### src/rtl/result_pager.sv
// Holds a 64-bit result and shows it on a 32-bit display port, alternating high and low halves
// at a fixed page period. A new result is accepted only after the low half has been shown in full.
module result_pager #(
  parameter int unsigned CLK_FREQUENCY = 100_000_000,
  parameter int unsigned PAGE_MS       = 1000
) (
  input  logic        clk,
  input  logic        rstn,
  input  logic        in_valid,
  output logic        in_ready,
  input  logic [63:0] in_data,
  input  logic        hold,
  output logic [31:0] data,
  output logic        en,
  output logic        page
);

  localparam int unsigned PageCycles = CLK_FREQUENCY / 1000 * PAGE_MS;
  localparam int unsigned TimerW     = $clog2(PageCycles);
  localparam logic [TimerW-1:0] TimerLast = TimerW'(PageCycles - 1);

  localparam logic [1:0] StIdle = 2'd0;
  localparam logic [1:0] StHi   = 2'd1;
  localparam logic [1:0] StLo   = 2'd2;

  logic [63:0]       buf_q, buf_d;
  logic [1:0]        state_q, state_d;
  logic [TimerW-1:0] timer_q, timer_d;
  logic              shown_q, shown_d;
  logic              accept;

  assign in_ready = (state_q == StIdle) | shown_q;
  assign accept   = in_valid & in_ready;

  // Accept has priority over both paging and hold.
  always_comb begin
    buf_d   = buf_q;
    state_d = state_q;
    timer_d = timer_q;
    shown_d = shown_q;
    if (accept) begin
      buf_d   = in_data;
      state_d = StHi;
      timer_d = '0;
      shown_d = 1'b0;
    end else if (!hold && (state_q == StHi || state_q == StLo)) begin
      if (timer_q == TimerLast) begin
        timer_d = '0;
        if (state_q == StHi) begin
          state_d = StLo;
        end else begin
          state_d = StHi;
          shown_d = 1'b1;
        end
      end else begin
        timer_d = timer_q + 1'b1;
      end
    end
  end

  always_ff @(posedge clk or negedge rstn) begin
    if (!rstn) begin
      buf_q   <= '0;
      state_q <= StIdle;
      timer_q <= '0;
      shown_q <= 1'b0;
    end else begin
      buf_q   <= buf_d;
      state_q <= state_d;
      timer_q <= timer_d;
      shown_q <= shown_d;
    end
  end

  always_comb begin
    data = '0;
    en   = 1'b0;
    page = 1'b0;
    case (state_q)
      StHi: begin
        data = buf_q[63:32];
        en   = 1'b1;
      end
      StLo: begin
        data = buf_q[31:0];
        en   = 1'b1;
        page = 1'b1;
      end
      default: ;
    endcase
  end

endmodule
### config.mk
export PLATFORM = sky130hd
export DESIGN_NAME = result_pager
export DESIGN_NICKNAME = d
export VERILOG_FILES = /design/src/rtl/result_pager.sv
export SDC_FILE = /design/constraint.sdc
export NUM_CORES = 1
export LEC_CHECK = 0
export CAP_MARGIN = 25
export CORE_MARGIN = 2
export CORE_UTILIZATION = 50
export CTS_CLUSTER_SIZE = 10
export DETAILED_ROUTE_END_ITERATION = 8
export GPL_TIMING_DRIVEN = 1
export PLACE_DENSITY = 0.82
export SYNTH_ARGS = -nofsm -noshare
export SYNTH_HDL_FRONTEND = slang
export SYNTH_SLANG_ARGS = --single-unit
### constraint.sdc
create_clock -name clk -period 4.65 [get_ports clk]
set_clock_uncertainty 0.15 [all_clocks]
set_input_delay 0.93 -clock clk [delete_from_list [all_inputs] [get_ports clk]]
set_output_delay 0.93 -clock clk [all_outputs]
set_load 0.02 [all_outputs]
# --- Word-level counts from Yosys, hierarchy flattened ---
# Index checks and enable logic that the tools add are counted.
classes:
  add_sub_neg: 1
  n_eq_ne: 4
  n_mux: 14
  bitwise: 2
  reduce_logical: 9
op_table:
  columns: ["operator", "n"]
  rows:
  - ["$mux W27", 3]
  - ["$pmux W32 S2", 1]
  - ["$add A27 B1 Y27 const B", 1]
  - ["$eq A27 B27 Y1 const B", 1]
  - ["$mux W2", 4]
  - ["$mux W1", 6]
  - ["$reduce_bool A2 Y1", 2]
  - ["$reduce_and A3 Y1", 1]
  - ["$eq A2 B1 Y1 const B", 1]
  - ["$eq A2 B2 Y1 const B", 1]
  - ["$logic_not A2 Y1", 1]
  - ["$ne A2 B2 Y1 const B", 1]
  - ["$reduce_and A2 Y1", 1]
  - ["$reduce_or A2 Y1", 1]
  - ["$and A1 B1 Y1", 1]
  - ["$logic_and A1 B1 Y1", 1]
  - ["$logic_not A1 Y1", 1]
  - ["$logic_or A1 B1 Y1", 1]
  - ["$or A1 B1 Y1", 1]
totals:
  register_bits: 94
  input_bits: 68
  output_inout_bits: 35
  word_cells: 34

# --- Longest topological paths before layout ---
# Gate-level depths: netlist (run 1).
logic_depth:
  ltp_word: 5
  depth_mapped: 9
  depth_no_buf: 7

# --- Worst setup path before layout (run 1) ---
# No wires, ideal clock.
synth_path:
  path_type: "input to register"
  start: "in hold"
  end: "reg timer_q[14]"
  setup_ns: 0.083
  t_arrival_ns: 2.452
  t_required_ns: 4.417
  path_slack_ns: 1.965
  stages: 5
  n_path_buf: 0
  path_cell_list: "nand2b_2 -> a2111o_1 -> or3_1 -> or4b_1 -> o21ai_0"
synth_between:
  elab_chain_len: 3
synth_rtl:
  columns: ["item", "line", "rtl"]
  rows:
  - ["from (decl)", "12", "input logic hold,"]
  - ["$logic_not A1 Y1", "46", "end else if (!hold && (state_q == StHi || state_q == StLo)) begin"]
  - ["$logic_and A1 B1 Y1", "46", null]
  - ["$reduce_bool A2 Y1 (no line)", null, null]
  - ["to (signal assigned)", "70", "timer_q <= timer_d;"]
  - ["to (decl)", "28", "logic [TimerW-1:0] timer_q, timer_d;"]
# Every way passes these cells.
# A chain may end at the register's enable or synchronous reset.

# --- Worst setup path in the final report (run 1) ---
layout_path:
  start: "reg state_q[0]"
  end: "out data[0]"
layout_between:
  elab_chain_len: 2
  word_cells_on_any_way: 3
  cone_classes: "eq/ne: 2; mux: 1"
layout_rtl:
  columns: ["item", "line", "rtl"]
  rows:
  - ["from (decl)", "27", "logic [1:0] state_q, state_d;"]
  - ["from (signal assigned)", "64", "state_q <= StIdle;"]
  - ["from (signal assigned)", "69", "state_q <= state_d;"]
  - ["$eq A2 B2 Y1 / $eq A2 B1 Y1 (equally long branches)", "79", "case (state_q)"]
  - ["$pmux W32 S2 (*)", "79", null]
  - ["to (decl)", "13", "output logic [31:0] data,"]
# Mark *: on every way between the ends. The rest lies on a longest branch, timed or not.

==> results of run 1 <==
[layout by cell type, fill, tap and decap left out, types with 6 or more instances in the layout]
master and instances:
nor2_1 20, o21ai_0 8, xnor2_1 8, a41oi_1 6, clkdlybuf4s50_1 101, a22oi_1 32, clkbuf_8 9, nand2_1 213
a31oi_1 6, nand4_1 6, dfrtp_1 94, nor2b_1 35, nand3_1 14, a21oi_1 7, buf_4 9, inv_1 11
[layer usage]
metal / share of wire / vias up
li1: - / 2024
met1: 0.44 / 1968
met2: 0.47 / 144
met3: 0.072 / 13
met4: 0.012 / 0
met5: 0 / -
[metrics by stage]
stage	instance area (um2)	instances	hold slack, ps
finish	5960	755	332
global route	5960	755	362
CTS	5960	755	337
detailed placement	5780	739	313
global placement	5780	739	308
floorplan	4660	550	296
[cell type report]
cell class                 instances  area (um2)  area share
clock buffer                       9         124      0.0208
clock inverter                     7        63.8      0.0107
inverter                          11        41.3     0.00692
multi-input combinational        413        2170       0.363
sequential                        94        2350       0.394
tap                              111         139      0.0233
timing repair buffer             110        1080       0.181
[cells by family (layout without fill, tap and decap cells)]
logic type / count (synthesis) / in the layout / share of synthesized area
AOI/OAI and AO/OA: 78 / 78 / 0.119
xor gates and xnor gates: 10 / 10 / 0.0188
adders and majority gates: 4 / 4 / 0.0107
buffers and inverters: 43 / 137 / 0.0354
DFF: 94 / 94 / 0.504
muxes: 3 / 3 / 0.00697
and+or+nand+nor: 318 / 318 / 0.304
[how the worst min path moves through the flow]
stage,to,slack (ps),cells after the start
6_report,buf_q[8],330,2
5_1_grt,buf_q[16],360,2
4_1_cts,buf_q[1],340,2
3_5_place_dp,buf_q[1],310,2
3_3_place_gp,buf_q[50],310,2
2_1_floorplan,buf_q[52],300,2
[power by group through the flow]
| stage | clock [mW] | combinational [mW] | sequential (mW) |
|---|---|---|---|
| floorplan | 0 | 0.0449 | 0.874 |
| global placement | 0 | 0.128 | 0.878 |
| detailed placement | 0 | 0.130 | 0.880 |
| CTS | 0.538 | 0.131 | 0.863 |
| global route | 0.569 | 0.143 | 0.867 |
| finish | 0.520 | 0.129 | 0.864 |
[critical path, delay by kind of cell, from the launching register on]
| family | cells | cell delay (ps) |
|---|---|---|
| adder cells (fa/ha/maj) | 1 | 540 |
| buffers and inverters | 3 | 1010 |
| flip-flops | 1 | 400 |
| AND/OR/NAND/NOR | 1 | 230 |
[Yosys cell counts (2+ instances only)]
library cell  count
a21o_1            2
o21a_1            2
nor3_1            3
or3_1             2
nor4b_1           3
nand2_1         213
and3_1            4
nor2b_1          35
nand4_1           6
xnor2_1           8
inv_1            11
a22oi_1          32
ha_1              4
o21ai_0           8
clkbuf_1         30
a211oi_1          2
or4_1             2
xor2_1            2
a41oi_1           6
nor4_1            5
a21oi_1           7
or4b_1            2
a31oi_1           6
nand3b_1          2
mux2_2            2
and4_1            2
o21ai_1           2
a2111o_1          2
nand3_1          14
dfrtp_1          94
nor2_1           20
[registers in the layout (all words and copies together) (netlist names)]
| name | cells |
|---|---|
| timer_q | 27 |
| state_q | 2 |
| shown_q | 1 |
| buf_q | 64 |
==> results.json, run 1 <==
{
  "ios": 103,
  "async_flop_share": 1.00,
  "synthFlopType": "dfrtp_1",
  "fin_tns_setup_ps": 0,
  "antennaDiodeCount": 0,
  "seq_power_share": 0.571,
  "cts_buffers": 9,
  "p_switching_mw": 0.393,
  "ir_drop_v": 0.000125,
  "ys_seq_elements": 94,
  "holdCritPathClass": "reg -> reg",
  "synth_area_per_cell_um2": 8.48,
  "setup_viol": 0,
  "internal_power_mw": 1.12,
  "crit_chain": "inv_1, ha_1, buf_4, nor2b_1, clkdlybuf4s50_1",
  "path_clk_slew_ps": 100,
  "die_x_um": 101,
  "powerDensity_nw_per_um2": 254,
  "max_freq_mhz": 275,
  "routedWlPerCell_um": 15.0,
  "synth_nets": 622,
  "htree_levels": 3,
  "drt_iter0_drc": 336,
  "cts_buffer_depth": 2,
  "end_kind": "primary output",
  "vias_per_cell": 5.50,
  "hold_violations": 0,
  "worstPathArrival_ps": 2550,
  "worstPathRequired_ps": 3570,
  "startpoint_type": "register",
  "netlist.top_cell.by_area": "dfrtp_1",
  "synth_edf_count": 0,
  "syn_to_final_growth_pct": 27.9,
  "yosysSeqAreaShare": 0.504,
  "use_met2": 0.369,
  "ant_nets": 0,
  "std_cell_rows": 35,
  "nFillCells": 724,
  "nets": 711,
  "yosys.area.top_type_share": 0.504,
  "switching_share": 0.260,
  "min_period_over_period": 0.781,
  "rsz0062_at_grt": "no",
  "dp_hpwl_mm": 7.60,
  "worst_pin_slew_ps": 890,
  "cts_tree": "done",
  "power_frac_comb": 0.085,
  "pwr-share-clk": 0.344,
  "clk_latency_ps": 360,
  "use_met3": 0.0485,
  "grt_pass1_vias": 4016,
  "busiest_layer": "met2",
  "crit_fanout": 23,
  "drc": 0,
  "grt_use_met1": 0.324,
  "grt.total_usage": 0.233,
  "status": "finished, final reports clean",
  "p_leak_nw": 2.78,
  "startpoint": "state_q[0]",
  "crit_slowest_cell": "clkdlybuf4s50_1",
  "place_ws_ps": 1320,
  "min-delay-start": "buf_q[8]",
  "gp_congestion": 0.919,
  "rr_worst_depth": 6,
  "grt-ovfl-total": 0,
  "grt_pass1_wl_mm": 19.0,
  "drt-pass1-iter-count": 5,
  "fin_ws_ps": 1020,
  "antenna_found_initial": 0,
  "drv_slew": 0,
  "cts.repair.resized": 0,
  "cts_setup_buffers": 0,
  "r2r-start": "state_q[0]",
  "synthTopCellsByArea": "dfrtp_1, nand2_1, a22oi_1",
  "drive_above_1_share": 0.0497,
  "hold_buffers": 0,
  "grt_max_degree": 76,
  "clock_sinks": 94,
  "netlist-cell-type-count": 48,
  "r2r_end": "state_q[0]",
  "critPathKind": "reg -> out",
  "dieArea_um2": 10100,
  "syn_area_um2": 4660,
  "synth_cells": 550,
  "fin_crit_ps": 3630,
  "synth_warnings": 0,
  "setup.worst_path.end": "data[0]",
  "cts-root-buf": "clkbuf_8",
  "total_power_mw": 1.51,
  "slowest_delay_ps": 630,
  "numPortBuffers": 102,
  "wl_mm": 11.3,
  "die_h_um": 101,
  "relSlewSlack": 0.407,
  "coreArea_um2": 9150,
  "final_util": 0.652,
  "ff2ff_setup_slack_ps": 1740,
  "start_util": 0.510,
  "maxCapViolations": 0,
  "via_count": 4149
}
Power figures use the tool's default switching activity.
==> inputs of run 2 (changes only) <==
- CORE_UTILIZATION: 50 -> 46
- PLACE_DENSITY: 0.82 -> 0.8
- clock period: 4.65 -> 3 ns (I/O delays scaled with it)
==> run 2 against run 1 <==
Critical path depth unchanged; routed wire length rose by 3.7%; register-to-register slack worse by 1300 ps.
==> results.json, run 2 (synthesis results as in run 1) <==
{
  "wl_mm": 11.7,
  "worstPathRequired_ps": 2250,
  "path_clk_slew_ps": 90,
  "critPathKind": "reg -> out",
  "powerDensity_nw_per_um2": 396,
  "std_cell_rows": 36,
  "nets": 714,
  "cts_tree": "done",
  "grt_pass1_vias": 4235,
  "via_count": 4236,
  "antennaDiodeCount": 0,
  "worstPathArrival_ps": 2140,
  "grt-ovfl-total": 0,
  "startpoint_type": "register",
  "cts_buffer_depth": 2,
  "rsz0062_at_grt": "no",
  "routedWlPerCell_um": 15.1,
  "switching_share": 0.227,
  "multi_input_area_um2": 2160,
  "nFillCells": 848,
  "seq_power_share": 0.549,
  "coreArea_um2": 9820,
  "ant_nets": 0,
  "cts-root-buf": "clkbuf_8",
  "drt_iter0_drc": 217,
  "p_switching_mw": 0.553,
  "maxCapViolations": 0,
  "setup_viol": 0,
  "worst_pin_slew_ps": 905,
  "min_period_over_period": 0.962,
  "drive_above_1_share": 0.0510,
  "status": "finished, final reports clean",
  "die_h_um": 105,
  "slowest_delay_ps": 610,
  "ir_drop_v": 0.000269,
  "rr_worst_depth": 7,
  "power_frac_comb": 0.083,
  "hold_buffers": 0,
  "relSlewSlack": 0.391,
  "dp_hpwl_mm": 7.92,
  "layout_common_cells": "nand2_1, dfrtp_1, clkdlybuf4s50_1",
  "cts_buffers": 9,
  "drt-pass1-iter-count": 4,
  "max_freq_mhz": 347,
  "fin_crit_ps": 2890,
  "grt.total_usage": 0.220,
  "drc": 0,
  "dieArea_um2": 11000,
  "final_util": 0.627,
  "antenna_found_initial": 0,
  "crit_chain": "inv_1, ha_1, buf_12, nor2b_1, clkdlybuf4s50_1",
  "p_leak_nw": 3.37,
  "pwr-share-clk": 0.368,
  "syn_to_final_growth_pct": 32.0,
  "crit_fanout": 33,
  "cts_setup_buffers": 0,
  "internal_power_mw": 1.88,
  "vias_per_cell": 5.43,
  "fin_tns_setup_ps": 0,
  "die_x_um": 105,
  "start_util": 0.475,
  "largest_reg_flops": 64,
  "holdCritPathClass": "in -> async",
  "clk_latency_ps": 350,
  "reg.largest.list": "buf_q (64), timer_q (27), state_q (2)",
  "clock_sinks": 94,
  "grt_pass1_wl_mm": 19.9,
  "end_kind": "primary output",
  "crit_slowest_cell": "clkdlybuf4s50_1",
  "numPortBuffers": 102,
  "final_common_cell": "nand2_1",
  "gp_congestion": 1.01,
  "grt_max_degree": 67,
  "largest_register": "buf_q",
  "ios": 103,
  "hold_violations": 0,
  "register_area_um2": 2350,
  "drv_slew": 0,
  "htree_levels": 3
}
==> run 2: cell count changes in the layout (fill, tap and decap cells not counted), sizes merged <==
| cell | change |
|---|---|
| buf | +3 |
| inv | -4 |
| clkdlybuf4s50 | -30 |
| dlygate4sd2 | +1 |
| bufinv | +2 |
| dlymetal6s2s | +29 |
| clkinv | +1 |
| clkbuf | +1 |
==> run 2: final timing paths <==
| path | slack, ps | end | startpoint |
|---|---|---|---|
| worst max-delay path | 110 | data[23] | state_q[0] |
| worst min-delay path | 30 | buf_q[30] | rstn |
| worst max register to register | 480 | timer_q[14] | state_q[0] |
| worst min register to register | 330 | buf_q[47] | buf_q[47] |
| max in group asynchronous | 1990 | timer_q[0] | rstn |
| min in group clk | 330 | buf_q[47] | buf_q[47] |
==> run 2: final cells by class <==
class	count	share of cell area
flip-flops and latches	94	0.382
clock inverters	6	0.0140
clock buffers	10	0.0207
well taps	133	0.0270
multi-input cells	413	0.351
repair buffers	113	0.199
inverters	11	0.00671
==> run 2: worst max-delay path, delay by kind of cell, from the launching register on <==
| kind | cells | cell delay, ps |
|---|---|---|
| AND/OR/NAND/NOR | 1 | 150 |
| buffers and inverters | 3 | 880 |
| adder cells (fa/ha/maj) | 1 | 370 |
| flip-flops | 1 | 380 |
==> run 2: power by group through the flow <==
stage	Combinational, mW	Sequential, mW	Clock, mW
finish	0.203	1.34	0.896
global route	0.225	1.34	0.976
CTS	0.205	1.34	0.912
detailed placement	0.203	1.36	0
global placement	0.200	1.36	0
floorplan	0.0696	1.35	0
==> run 2: per-layer routing <==
layer | up-vias | GRT usage | wire, um
li1 | 2033 | - | -
met1 | 2023 | 0.310 | 5190
met2 | 165 | 0.351 | 5620
met3 | 15 | 0.0381 | 785
met4 | 0 | 0.0657 | 144
met5 | - | 0 | 0
==> run 2: through the flow <==
step	instances	power [mW]	area [um2]	setup WS, ps	hold WS (ps)
2_1_floorplan	550	1.42	4660	439	154
3_3_place_gp	764	1.56	5870	196	308
3_5_place_dp	764	1.57	5870	195	313
4_1_cts	780	2.46	6080	4.55	34.2
5_1_grt	780	2.55	6160	3.08	40.1
6_report	780	2.44	6160	114	31.8
==> run 2: what timing repair did <==
item,in CTS,in global routing
setup endpoints to repair,1,29
gates cloned,0,0
resized for setup,1,29
